## src/rtl/md5_sched_pkg.sv

```systemverilog
// md5_sched_pkg: shared state encoding, padding byte and block index
// constants for the MD5 padding scheduler, plus the last-word formatter.
package md5_sched_pkg;

    typedef enum logic [2:0] {
        S_IDLE,
        S_MSG,
        S_PAD,
        S_LENLO,
        S_LENHI,
        S_WAIT
    } state_t;

    localparam logic [7:0] PAD_BYTE    = 8'h80;
    localparam logic [3:0] IDX_LENLO   = 4'd14;
    localparam logic [3:0] IDX_LENHI   = 4'd15;
    // Last index that can still be followed directly by the length words.
    localparam logic [3:0] IDX_PRE_LEN = IDX_LENLO - 4'd1;

    // Keep nb valid bytes (0 means 4), append the pad byte, zero the rest.
    function automatic logic [31:0] last_word(input logic [31:0] d,
                                              input logic [1:0]  nb);
        logic [31:0] r;
        unique case (nb)
            2'd1:    r = {16'h0, PAD_BYTE, d[7:0]};
            2'd2:    r = {8'h0, PAD_BYTE, d[15:0]};
            2'd3:    r = {PAD_BYTE, d[23:0]};
            default: r = d;
        endcase
        return r;
    endfunction

endpackage

```

## src/rtl/md5_tmo_cnt.sv

```systemverilog
// md5_tmo_cnt: counts cycles while en is high; expired is high in the
// cycle that is number DONE_TMO+1 of a continuous en run.
// Ports: clk, rst (sync, active-high), en (count enable, clears when low),
//        expired (timeout reached).
module md5_tmo_cnt #(
    parameter int unsigned DONE_TMO = 255
) (
    input  logic clk,
    input  logic rst,
    input  logic en,
    output logic expired
);

    localparam int W = $clog2(DONE_TMO + 2);
    localparam logic [W-1:0] LIM = W'(DONE_TMO);

    logic [W-1:0] cnt_q, cnt_d;

    assign expired = en && (cnt_q == LIM);

    always_comb begin
        cnt_d = '0;
        if (en) begin
            cnt_d = expired ? cnt_q : cnt_q + 1'b1;
        end
    end

    always_ff @(posedge clk) begin
        if (rst) begin
            cnt_q <= '0;
        end else begin
            cnt_q <= cnt_d;
        end
    end

endmodule

```

## src/rtl/md5_pad_sched.sv

```systemverilog
// md5_pad_sched: accepts little-endian message words, appends MD5 padding
// and the 64-bit bit length, and streams 16-word blocks to the MD5 core.
// Ports: clk, rst (sync, active-high); msgVld/msgRdy/msgData/msgLast/
//        msgBytes message input; coreVld/coreData/coreFirst word output;
//        coreBlkDone block-complete pulse; schedBusy; tmoErr (sticky).
// Option: define MD5_SCHED_BLKCNT_EN to add the blkCnt block counter.
module md5_pad_sched
    import md5_sched_pkg::*;
#(
    parameter int unsigned DONE_TMO = 255
) (
    input  logic        clk,
    input  logic        rst,
    input  logic        msgVld,
    output logic        msgRdy,
    input  logic [31:0] msgData,
    input  logic        msgLast,
    input  logic [1:0]  msgBytes,
    output logic        coreVld,
    output logic [31:0] coreData,
    output logic        coreFirst,
    input  logic        coreBlkDone,
    output logic        schedBusy,
`ifdef MD5_SCHED_BLKCNT_EN
    output logic [15:0] blkCnt,
`endif
    output logic        tmoErr
);

    state_t       state_q, state_d;
    logic         run_q;
    logic [3:0]   idx_q, idx_d;
    logic [60:0]  bcnt_q, bcnt_d;
    logic         vld_q, vld_d;
    logic [31:0]  data_q, data_d;
    logic         first_q, first_d;
    logic         tmo_q, tmo_d;
    logic         last_seen_q, last_seen_d;
    logic         pad_done_q, pad_done_d;
    logic         len_done_q, len_done_d;
`ifdef MD5_SCHED_BLKCNT_EN
    logic [15:0]  blk_q, blk_d;
`endif

    logic         accept;
    logic         expired;
    logic         part_last;
    logic [60:0]  add;
    logic [63:0]  bitlen;

    // run_q holds msgRdy low until the first cycle after reset releases.
    assign msgRdy    = run_q && (state_q == S_IDLE || state_q == S_MSG);
    assign accept    = msgVld && msgRdy;
    assign part_last = msgLast && (msgBytes != 2'd0);
    assign add       = part_last ? {59'd0, msgBytes} : 61'd4;
    assign bitlen    = {bcnt_q, 3'b000};

    assign coreVld   = vld_q;
    assign coreData  = data_q;
    assign coreFirst = first_q;
    assign schedBusy = (state_q != S_IDLE);
    assign tmoErr    = tmo_q;
`ifdef MD5_SCHED_BLKCNT_EN
    assign blkCnt    = blk_q;
`endif

    md5_tmo_cnt #(
        .DONE_TMO(DONE_TMO)
    ) u_tmo (
        .clk    (clk),
        .rst    (rst),
        .en     (state_q == S_WAIT),
        .expired(expired)
    );

    always_ff @(posedge clk) begin
        if (rst) begin
            state_q     <= S_IDLE;
            run_q       <= 1'b0;
            idx_q       <= '0;
            bcnt_q      <= '0;
            vld_q       <= 1'b0;
            data_q      <= '0;
            first_q     <= 1'b0;
            tmo_q       <= 1'b0;
            last_seen_q <= 1'b0;
            pad_done_q  <= 1'b0;
            len_done_q  <= 1'b0;
`ifdef MD5_SCHED_BLKCNT_EN
            blk_q       <= '0;
`endif
        end else begin
            state_q     <= state_d;
            run_q       <= 1'b1;
            idx_q       <= idx_d;
            bcnt_q      <= bcnt_d;
            vld_q       <= vld_d;
            data_q      <= data_d;
            first_q     <= first_d;
            tmo_q       <= tmo_d;
            last_seen_q <= last_seen_d;
            pad_done_q  <= pad_done_d;
            len_done_q  <= len_done_d;
`ifdef MD5_SCHED_BLKCNT_EN
            blk_q       <= blk_d;
`endif
        end
    end

    always_comb begin
        state_d = state_q;
        unique case (state_q)
            S_IDLE, S_MSG: begin
                if (accept) begin
                    if (idx_q == IDX_LENHI) begin
                        state_d = S_WAIT;
                    end else if (!msgLast) begin
                        state_d = S_MSG;
                    end else if (part_last && idx_q == IDX_PRE_LEN) begin
                        state_d = S_LENLO;
                    end else begin
                        state_d = S_PAD;
                    end
                end
            end
            // Every PAD emission leaves the pad byte placed.
            S_PAD: begin
                if (idx_q == IDX_LENHI) begin
                    state_d = S_WAIT;
                end else if (idx_q == IDX_PRE_LEN) begin
                    state_d = S_LENLO;
                end
            end
            S_LENLO: state_d = S_LENHI;
            S_LENHI: state_d = S_WAIT;
            S_WAIT: begin
                if (coreBlkDone) begin
                    if (len_done_q) begin
                        state_d = S_IDLE;
                    end else if (last_seen_q) begin
                        state_d = S_PAD;
                    end else begin
                        state_d = S_MSG;
                    end
                end else if (expired) begin
                    state_d = S_IDLE;
                end
            end
            default: state_d = S_IDLE;
        endcase
    end

    always_comb begin
        idx_d       = idx_q;
        bcnt_d      = bcnt_q;
        vld_d       = 1'b0;
        data_d      = data_q;
        first_d     = 1'b0;
        tmo_d       = tmo_q;
        last_seen_d = last_seen_q;
        pad_done_d  = pad_done_q;
        len_done_d  = len_done_q;
`ifdef MD5_SCHED_BLKCNT_EN
        blk_d       = blk_q;
`endif
        unique case (state_q)
            S_IDLE, S_MSG: begin
                if (accept) begin
                    vld_d       = 1'b1;
                    idx_d       = idx_q + 4'd1;
                    data_d      = msgLast ? last_word(msgData, msgBytes)
                                          : msgData;
                    last_seen_d = msgLast;
                    pad_done_d  = part_last;
                    if (state_q == S_IDLE) begin
                        first_d    = 1'b1;
                        tmo_d      = 1'b0;
                        bcnt_d     = add;
                        len_done_d = 1'b0;
`ifdef MD5_SCHED_BLKCNT_EN
                        blk_d      = '0;
`endif
                    end else begin
                        bcnt_d = bcnt_q + add;
                    end
                end
            end
            S_PAD: begin
                vld_d      = 1'b1;
                idx_d      = idx_q + 4'd1;
                data_d     = pad_done_q ? 32'h0 : {24'h0, PAD_BYTE};
                pad_done_d = 1'b1;
            end
            S_LENLO: begin
                vld_d  = 1'b1;
                idx_d  = idx_q + 4'd1;
                data_d = bitlen[31:0];
            end
            S_LENHI: begin
                vld_d      = 1'b1;
                idx_d      = idx_q + 4'd1;
                data_d     = bitlen[63:32];
                len_done_d = 1'b1;
            end
            S_WAIT: begin
                if (coreBlkDone) begin
`ifdef MD5_SCHED_BLKCNT_EN
                    if (blk_q != 16'hFFFF) begin
                        blk_d = blk_q + 16'd1;
                    end
`endif
                    if (len_done_q) begin
                        bcnt_d      = '0;
                        last_seen_d = 1'b0;
                        pad_done_d  = 1'b0;
                        len_done_d  = 1'b0;
                    end
                end else if (expired) begin
                    tmo_d       = 1'b1;
                    idx_d       = '0;
                    bcnt_d      = '0;
                    last_seen_d = 1'b0;
                    pad_done_d  = 1'b0;
                    len_done_d  = 1'b0;
                end
            end
            default: ;
        endcase
    end

endmodule

```

## config.mk

```make
export PLATFORM = sky130hd
export DESIGN_NAME = md5_pad_sched
export DESIGN_NICKNAME = d
export VERILOG_FILES = /design/src/rtl/md5_sched_pkg.sv /design/src/rtl/md5_tmo_cnt.sv /design/src/rtl/md5_pad_sched.sv
export SDC_FILE = /design/constraint.sdc
export NUM_CORES = 1
export LEC_CHECK = 0
export CORE_ASPECT_RATIO = 0.9
export CORE_UTILIZATION = 35
export CTS_CLUSTER_SIZE = 12
export DETAILED_ROUTE_END_ITERATION = 16
export GPL_TIMING_DRIVEN = 0
export MAX_ROUTING_LAYER = met4
export PLACE_DENSITY = 0.55
export SYNTH_ARGS = -nofsm -noshare
export SYNTH_HDL_FRONTEND = slang
export SYNTH_SLANG_ARGS = --single-unit
```

## constraint.sdc

```tcl
create_clock -name clk -period 9.5 [get_ports clk]
set_input_delay 1.425 -clock clk [delete_from_list [all_inputs] [get_ports clk]]
set_output_delay 1.425 -clock clk [all_outputs]
set_load 0.01 [all_outputs]
```

==> results.txt, run 1 <==
Final HPWL DP - 15.2 mm
drt first pass iters - 5
Worst-Skew Late Latency - 0.43 ns
Max H-tree Level - 4
Min-Delay Path Class - reg -> reg
Syn Inst Count - 717
number of max-cap violations - 0
Initial Util - 0.363
I/O pin count - 76
final setup TNS - 0 ns
Layout Skew - 0.0131 ns
global-route wire length before repair - 31.5 mm
antenna violations before repair - 1
total power - 0.00131 W
number of post-CTS setup repair buffers - 0
Yosys reg bits - 116
leakage - 2.39 nW
Final ANT Viol Nets - 0
CP Launch Type - input port
Syn Nets - 765
gpl congestion - 0.921
r2r startpoint - u_tmo.cnt_q[0]$_SDFFE_PP0N_
die area - 0.0175 mm^2
via count - 6041
synthesis-to-layout area growth - 26.8%
post-CTS sizing - 0
Synth area leaders - dfxtp_1 39%, nor2_1 5.1%, a21oi_1 4.9%
Root Driver - clkbuf_16
worst reg2reg path endpoint - bcnt_q[55]$_SDFFE_PP0P_
flop2flop setup slack - 6.18 ns
Register-to-Register Path Depth - 11
Vias/cell - 5.87
final instance area - 0.00755 mm^2
Setup crit start - msgBytes[0]
CTS tree - built
fraction of layout cells with a size suffix above 1 - 0.0670
post-synth cell types - 67
Die Width - 140 um
Clock transition at path regs - 0.06 ns
area leader, netlist - dfxtp_1
Core Box Area - 0.0164 mm^2
Num Clock Sinks - 116
Worst Path Required - 9.85 ns
fin crit share - 0.502
number of synthesized flops with an enable pin - 0
status - finished, final reports clean
fmax - 210 MHz
clk buf depth - 2
Avg Cell Area, Syn - 8.31 um^2
hold buffer count at CTS - 0
vias in the first global route - 5720
Final Max Slew Viols - 0
Max transition margin - 0.241
dominant synthesized flop cell - dfxtp_1
Iteration-0 DRC Markers - 695
Final Critical Period - 4.77 ns
Setup Crit Path Kind - in -> reg
nets@finish - 857
crit end category - flip-flop
# DRC - 0
Power Dens Cells - 174 mW/mm^2
Die H - 126 um
total grt overflow - 0
Post-synth ARST share - 0
GRT Util Overall - 0.242
routed length per instance - 19.3 um
Synth top area share - 0.390
# rows - 44
Setup-failing EPs final - 0
wirelength, routed - 19.9 mm
Area after DPL - 0.00695 mm^2
final hold vios - 0
CP arrival - 5.12 ns
cts bufs inserted - 17
RSZ-0062 raised after global routing - false
most common cell in the netlist - dfxtp_1
largest net degree at the start of global routing - 17
PortBufs - 73
VDD IR max - 0.149 mV
end of the critical path - bcnt_q[55]$_SDFFE_PP0P_
Post-synth top cells - 116 x dfxtp_1, 81 x nor2_1, 58 x a21oi_1, 55 x nand2_1, 36 x clkbuf_1
sequential area share after synthesis - 0.390
CP max FO - 10
Post-Syn Area - 0.00596 mm^2
measured slew at the worst slew-check pin - 1.13 ns
worst min-delay path startpoint - coreData[6]$_SDFFE_PP0P_
synth warn - 0
critical path, cell delays in order:
cell and delay, ns:
clkdlybuf4s50_1 0.59, o21ai_1 0.56, ha_1 0.36, a21oi_1 0.10, a2111o_1 0.48, clkbuf_1 0.28, nor4_1 0.92, nand4b_1 0.21
a21oi_1 0.20
worst min-delay path by stage:
stage,end,depth (start not counted)
2_1_floorplan,last_seen_q$_SDFFE_PP0P_,2
4_1_cts,coreData[6]$_SDFFE_PP0P_,2
3_3_place_gp,coreData[5]$_SDFFE_PP0P_,2
5_1_grt,coreData[5]$_SDFFE_PP0P_,2
3_5_place_dp,coreData[6]$_SDFFE_PP0P_,2
6_report,coreData[6]$_SDFFE_PP0P_,2
per-layer routing:
metal | vias to the layer above | part of all wire | wire, um | track usage
met4 | 0 | 0.018 | 368 | 0.0810
met5 | - | 0 | 0 | -
met3 | 27 | 0.075 | 1500 | 0.0551
met1 | 2889 | 0.47 | 9340 | 0.321
met2 | 232 | 0.44 | 8700 | 0.362
li1 | 2893 | - | - | -
cell families after synthesis:
logic type      share of synthesized area
compound gates                      0.227
xor+xnor                           0.0412
fa+ha+maj                          0.0202
buf+inv                            0.0489
flops                               0.390
mux                                0.0143
simple gates                        0.259
state kept, by name, summed over array words and instances, names as in the netlist:
| register | cells |
|---|---|
| last_seen_q | 1 |
| pad_done_q | 1 |
| len_done_q | 1 |
| coreData | 32 |
| run_q | 1 |
| bcnt_q | 61 |
| coreFirst | 1 |
| tmoErr | 1 |
| u_tmo.cnt_q | 9 |
| idx_q | 4 |
| coreVld | 1 |
| state_q | 3 |
area by class of cell:
type	count	area, um^2
fillers	1606	8850
clock buffers	17	425
diodes	1	2.50
well taps	207	259
flip-flops and latches	116	2320
clock inverters	14	176
inverters	21	78.8
multi-input cells	532	3340
repair buffers	73	731
plain buffers	48	213
where the power goes:
group          total [W]  internal [W]  leakage [nW]  switching (W)
combinational   0.000138     0.0000619          1.16      0.0000756
clock           0.000664      0.000414         0.290       0.000251
sequential      0.000511      0.000502         0.942     0.00000936
layout by cell type (no fill, tap or decap), types with 9 or more instances in the layout:
cell type        netlist  layout
dfxtp_1              116     116
nor2_1                81      81
clkdlybuf4s50_1        0      73
a21oi_1               58      58
nand2_1               55      55
clkbuf_1              36      36
o21ai_0               32      32
or3_1                 25      25
a211oi_1              25      25
a222oi_1              22      22
nand3_1               21      21
inv_1                 19      19
nand4_1               19      19
xnor2_1               18      18
clkbuf_16              0      17
nor4_1                14      14
or4_1                 13      13
o31ai_1               12      12
nor3_1                10      10
and3_1                10      10
xor2_1                10      10
o211ai_1               9       9
metrics by stage:
step | utilization | std cells | hold slack [ns] | setup WS, ns
after detailed placement | 0.423 | 997 | 0.451 | 4.37
after global placement | 0.423 | 997 | 0.450 | 4.37
after global routing | 0.460 | 1029 | 0.493 | 4.55
after CTS | 0.460 | 1028 | 0.460 | 4.83
final | 0.460 | 1029 | 0.464 | 4.73
after floorplan | - | 717 | 0.445 | 5.35
(Power assumes the default switching activity.)
==> run 2: changes to the inputs <==
Clock period 9.5 ns to 4.6 ns, I/O delays scaled along.
==> results of run 2 <==
The final DEF is identical to that of run 1. Status: finished, final reports clean.
Among the figures that moved: setup slack after placement 4.37 ns -> 0.208 ns; setup slack after layout 4.73 ns -> 0.566 ns; register-to-register setup slack 6.18 ns -> 1.28 ns; total power 0.00131 W -> 0.00271 W; worst IR drop on VDD 0.149 mV -> 0.308 mV
==> run 3: changes to the inputs <==
Settings changed: DONT_BUFFER_PORTS set to 1, PLACE_DENSITY 0.55 to 0.49, SYNTH_HIERARCHICAL set to 1.
==> results.txt, run 3 <==
Worst Path Required - 4.94 ns
Psw - 0.000658 W
final setup TNS - 0 ns (unchanged)
# rows - 45 (+2.3%)
die area - 0.0178 mm^2 (+1.7%)
CP arrival - 4.22 ns
post-synth cell types - 62 (-7.5%)
most common cell in the netlist - dfxtp_1
synthesis-to-layout area growth - 14.1%
dominant synthesized flop cell - dfxtp_1
VDD IR max - 0.176 mV
largest net degree at the start of global routing - 17 (unchanged)
CTS tree - built
Core Box Area - 0.0169 mm^2 (+3.0%)
area leader, netlist - dfxtp_1
Final HPWL DP - 15.6 mm (+2.7%)
number of max-cap violations - 0 (unchanged)
Ant. Diodes - 0 (-1)
highest-count cells in the layout ignoring fill and taps - 116 x dfxtp_1, 76 x a21oi_1, 56 x nor2_1
fin crit share - 0.844
Syn Nets - 784 (+2.5%)
Max transition margin - 0.363 (+0.123)
Vias/cell - 6.32 (+7.6%)
Die Width - 141 um (+0.85%)
max FFs per register - 61 (unchanged)
routed length per instance - 21.6 um (+12%)
hold buffer count at CTS - 0 (unchanged)
Reg power frac - 0.406 (+0.017)
Layout Skew - 0.0103 ns (-0.00276 ns)
nets@finish - 803 (-6.3%)
measured slew at the worst slew-check pin - 0.948 ns (-0.182 ns)
Min-Delay Path Class - reg -> reg
Largest Register - bcnt_q
Sw Ratio - 0.245
Clk pwr share - 0.501 (-0.005)
antenna violations before repair - 0 (-1)
Yosys reg bits - 116 (unchanged)
leakage - 2.14 nW (-10%)
status - finished, final reports clean
Final ANT Viol Nets - 0 (unchanged)
Clock transition at path regs - 0.05 ns (about the same)
# DRC - 0 (unchanged)
Synth area leaders - dfxtp_1 38%, a21oi_1 6.3%, o31ai_1 5.3%
via count - 6160 (+2.0%)
CP max FO - 12 (+2)
total grt overflow - 0 (unchanged)
total power - 0.00268 W
cts bufs inserted - 17 (unchanged)
sequential area share after synthesis - 0.383 (-0.00660)
wirelength, routed - 21.1 mm (+5.9%)
global-route wire length before repair - 32.9 mm (+4.4%)
Die H - 127 um (+0.84%)
RSZ-0062 raised after global routing - false
Final Critical Period - 3.88 ns
Worst-Skew Late Latency - 0.42 ns (about the same)
fraction of layout cells with a size suffix above 1 - 0.0563 (-0.0107)
Setup-failing EPs final - 0 (unchanged)
Syn Inst Count - 736 (+2.6%)
number of post-CTS setup repair buffers - 0 (unchanged)
post-CTS sizing - 0 (unchanged)
Power Dens Cells - 388 mW/mm^2
CP Launch Type - flip-flop
Max H-tree Level - 4 (unchanged)
drt first pass iters - 7 (+2)
clk buf depth - 2 (unchanged)
Setup Crit Path Kind - reg -> reg
fmax - 257 MHz
synth warn - 6 (+6)
Root Driver - clkbuf_16
I/O pin count - 76 (unchanged)
Post-synth ARST share - 0 (unchanged)
leading cell type in the layout, fill and taps excluded - dfxtp_1
Avg Cell Area, Syn - 8.23 um^2 (-0.90%)
Post-synth top cells - 116 x dfxtp_1, 76 x a21oi_1, 56 x nor2_1, 52 x clkbuf_1, 45 x nand2_1
GRT Util Overall - 0.249 (+0.00725)
flop2flop setup slack - 0.72 ns
Iteration-0 DRC Markers - 766 (+10%)
number of synthesized flops with an enable pin - 0 (unchanged)
Pint - 0.00203 W
Synth top area share - 0.383 (-0.00660)
vias in the first global route - 5809 (+1.6%)
Final Max Slew Viols - 0 (unchanged)
Num Clock Sinks - 116 (unchanged)
Initial Util - 0.359 (-0.00436)
PortBufs - 0 (-100%)
Post-Syn Area - 0.00606 mm^2 (+1.7%)
final hold vios - 0 (unchanged)
gpl congestion - 0.879 (-4.6%)
Comb power frac - 0.092 (-0.013)
crit end category - flip-flop
-- run 3: kinds of logic after synthesis --
logic type,Yosys count,share of synthesized area
AND/OR/NAND/NOR,277,0.248
XOR/XNOR,16,0.0231
AO/OA/AOI/OAI,225,0.254
buffers and inverters,83,0.0560
adder cells (fa/ha/maj),9,0.0198
multiplexers,10,0.0165
flip-flops,116,0.383
-- run 3: metal layers --
layer  vias to the layer above  global-route usage  part of all wire
li1                       2871                   -                 -
met1                      3009               0.338              0.46
met2                       253               0.378              0.45
met3                        27              0.0461             0.076
met4                         0              0.0716             0.015
met5                         -                   -                 0
-- run 3: area by class of cell --
cell class                      instances  area, um^2
Multi-Input combinational cell        537        3400
Tap cell                              211         264
Clock buffer                           23         488
Sequential cell                       116        2320
Clock inverter                          5         100
Inverter                               22        82.6
Buffer                                 61         256
Fill cell                            1692        9980
-- run 3: metrics by stage --
| step | hold WS [ns] | area [um^2] | setup WS, ns | instances | util |
|---|---|---|---|---|---|
| 4_1_cts | 0.474 | 6910 | 0.787 | 975 | 0.409 |
| 3_5_place_dp | 0.467 | 6320 | 0.720 | 947 | 0.374 |
| 3_3_place_gp | 0.462 | 6320 | 0.749 | 947 | 0.374 |
| 2_1_floorplan | 0.443 | 6060 | 1.44 | 736 | - |
| 5_1_grt | 0.493 | 6910 | 0.390 | 975 | 0.409 |
| 6_report | 0.479 | 6910 | 0.716 | 975 | 0.409 |
-- run 3: power by group through the flow --
| stage | Combinational (W) | Sequential, W | Clock (W) |
|---|---|---|---|
| finish | 0.000248 | 0.00109 | 0.00134 |
| global route | 0.000274 | 0.00109 | 0.00141 |
| CTS | 0.000245 | 0.00109 | 0.00136 |
| detailed placement | 0.000243 | 0.00111 | 0 |
| global placement | 0.000238 | 0.00111 | 0 |
| floorplan | 0.000177 | 0.00110 | 0 |
-- run 3: final timing paths --
path,to,cells past startpoint,start
setup reg to reg,bcnt_q[28]$_SDFFE_PP0P_,14,state_q[1]$_SDFFE_PP0P_
setup / recovery,bcnt_q[28]$_SDFFE_PP0P_,14,state_q[1]$_SDFFE_PP0P_
hold / removal,last_seen_q$_SDFFE_PP0P_,2,last_seen_q$_SDFFE_PP0P_
hold reg to reg,last_seen_q$_SDFFE_PP0P_,2,last_seen_q$_SDFFE_PP0P_
-- run 3: worst max-delay path, cell delays in order, from the launching register on --
cell and delay [ns]:
dfxtp_1 0.30, clkbuf_1 0.28, nand3b_1 0.31, inv_2 0.18, and2_4 0.20, buf_6 0.14, mux2i_1 0.22, o32a_1 0.21
clkbuf_1 0.38, or3_1 0.22, buf_2 0.23, clkbuf_1 0.49, buf_2 0.39, o21ai_0 0.12, a21oi_1 0.13
==> patch: new RTL, config.mk and constraints of run 2 <==
The 6 states of `state_t` get a one-hot encoding in 6 bits.
--- a/src/rtl/md5_sched_pkg.sv
+++ b/src/rtl/md5_sched_pkg.sv
@@ -4,9 +4,9 @@
 
-    typedef enum logic [2:0] {
-        S_IDLE,
-        S_MSG,
-        S_PAD,
-        S_LENLO,
-        S_LENHI,
-        S_WAIT
+    typedef enum logic [5:0] {
+        S_IDLE  = 6'b000001,
+        S_MSG   = 6'b000010,
+        S_PAD   = 6'b000100,
+        S_LENLO = 6'b001000,
+        S_LENHI = 6'b010000,
+        S_WAIT  = 6'b100000
     } state_t;
Check against the original RTL: no difference found for any inputs over 4 cycles, from zero or initial values and one cycle with rst high; so few cycles prove little.
==> patch against run 2 <==
  * Clock skew down 0.0032 ns
  * Critical path type unchanged
  * Design area up 8.0%
  * Critical endpoint is now bcnt_q[45]$_SDFFE_PP0P_
  * Sequential share of layout area down 1.5 points
  * Cell count up 13%
  * Setup slack better by 0.047 ns
  * Sequential cell count up 3
  * Area after synthesis up 9.1%
  * Routed wire length up 27%
  * Synthesized cell count up 14%
Power is not compared: it rests on default switching activity, and its combinational part moved more than twofold at a synthesized area within 25%.
==> patch: results (changes against run 2) <==
* Status: finished clean
* GR Util met3 at 5.694% (+0.18 points)
* Synth top cells by count: dfxtp_1 (119), nor2_1 (84), nand2_1 (75)
* Detailed Route Iter0 Violations at 1043 (+50%)
* Post-synth cell types at 66 (-1.5%)
* Crit path DAT at 4.34 ns (-0.05 ns)
* Crit path max-delay family: compound AO/OA/AOI/OAI gates
* Via count at 7144 (+18%)
* Post-Route WL at 25200 um (+27%)
* Post-Place Setup Slack at 0.2327 ns (+0.02426 ns)
* Placer Congestion at 0.9955 (+8.1%)
* Flop2flop setup slack at 0.69 ns (-0.59 ns)
* Leak at 2.606 nW
* Vias in the first global route at 6393 (+12%)
* Final-stage net count at 962 (+12%)
* Reg2Reg Depth at 13 (+2)
* Area after DPL at 0.007548 sq mm (+8.7%)
* Initial antenna violation count at 0 (-1)
* Clk_skew at 0.009806 ns (-0.003247 ns)
* Ant. Diodes at 0 (-1)
* Hold_ws at 0.4836 ns (+0.01928 ns)
* Worst Setup EP: bcnt_q[45]$_SDFFE_PP0P_
* Fraction of layout instances using a drive strength above 1 at 6.904% (+0.20 points)
* CP max stage delay at 0.83 ns (-0.09 ns)
* Layout Cell Area excl Fill at 0.008154 sq mm (+8.0%)
* M1 GR Usage at 37.99% (+5.9 points)
* Cells after Synth at 820 (+14%)
* HPWL after DPL at 18390 um (+21%)
* Sequential fraction of the synthesis area at 36.66% (-2.3 points)
* Crit path from: msgLast
* Detailed Routing Iterations Pass 1 at 7 (+2)
* Layout fillers at 1813 (+13%)
* Dominant cells by area after synthesis: dfxtp_1 (37%), nor2_1 (4.9%), nand2_1 (4.3%)
* Slowest-stage cell, CP: a211oi_1
* Mapped Nets at 868 (+13%)
* I/O Buffers at 75 (+2.7%)
* Met2 Track Usage GR at 38.03% (+1.8 points)
* Max reg flops at 61 (unchanged)
* WL met1 at 11520 um (+23%)
* R2R Path End: bcnt_q[45]$_SDFFE_PP0P_
* Placed insts at 1135 (+14%)
* Slew HR at 27.09% (+3.0 points)
* Worst Path Max Fanout at 8 (-2)
* FMAX at 250.9 MHz (+1.2%)
* Via/cell ratio at 6.122 (+4.3%)
* Met2 WL at 10390 um (+19%)
* Overall routing resource usage at 27.25% (+3.0 points)
==> patch: cell count changes after synthesis, moves of 7 or more <==
cell,before,now
a211oi_1,25,36
a21oi_1,58,43
a31oi_1,3,10
and2_1,4,11
buf_2,2,14
nand2_1,55,75
nand3_1,21,48
nand4_1,19,28
o21ai_0,32,44
o311ai_0,0,10
o31ai_1,12,21
or3_1,25,13
or4_1,13,20
xnor2_1,18,5
==> patch: layout make-up <==
type	count	share of cell area, %
plain buffers	60	3.115
clock buffers	17	5.217
clock inverters	15	2.210
inverters	23	1.059
multi-input cells	618	46.29
flip-flops and latches	119	29.22
well taps	240	3.683
repair buffers	75	9.207
==> patch: worst min path at each step <==
stage,start,to,cells past startpoint
after floorplan,last_seen_q$_SDFFE_PP0P_,last_seen_q$_SDFFE_PP0P_,2
after global placement,u_tmo.cnt_q[8]$_SDFFE_PP0N_,u_tmo.cnt_q[8]$_SDFFE_PP0N_,2
after detailed placement,u_tmo.cnt_q[8]$_SDFFE_PP0N_,u_tmo.cnt_q[8]$_SDFFE_PP0N_,2
after CTS,bcnt_q[0]$_SDFFE_PP0P_,bcnt_q[0]$_SDFFE_PP0P_,2
after global routing,coreData[31]$_SDFFE_PP0P_,coreData[31]$_SDFFE_PP0P_,2
final,u_tmo.cnt_q[8]$_SDFFE_PP0N_,u_tmo.cnt_q[8]$_SDFFE_PP0N_,2
==> patch: cell families after synthesis <==
group                      Yosys count  share of synthesized area (%)
buffers and inverters               83                          5.238
xor gates and xnor gates            16                          2.157
adders and majority gates            9                          1.849
muxes                                9                          1.425
DFF                                119                          36.66
and+or+nand+nor                    344                          26.94
AOI/OAI and AO/OA                  240                          25.73
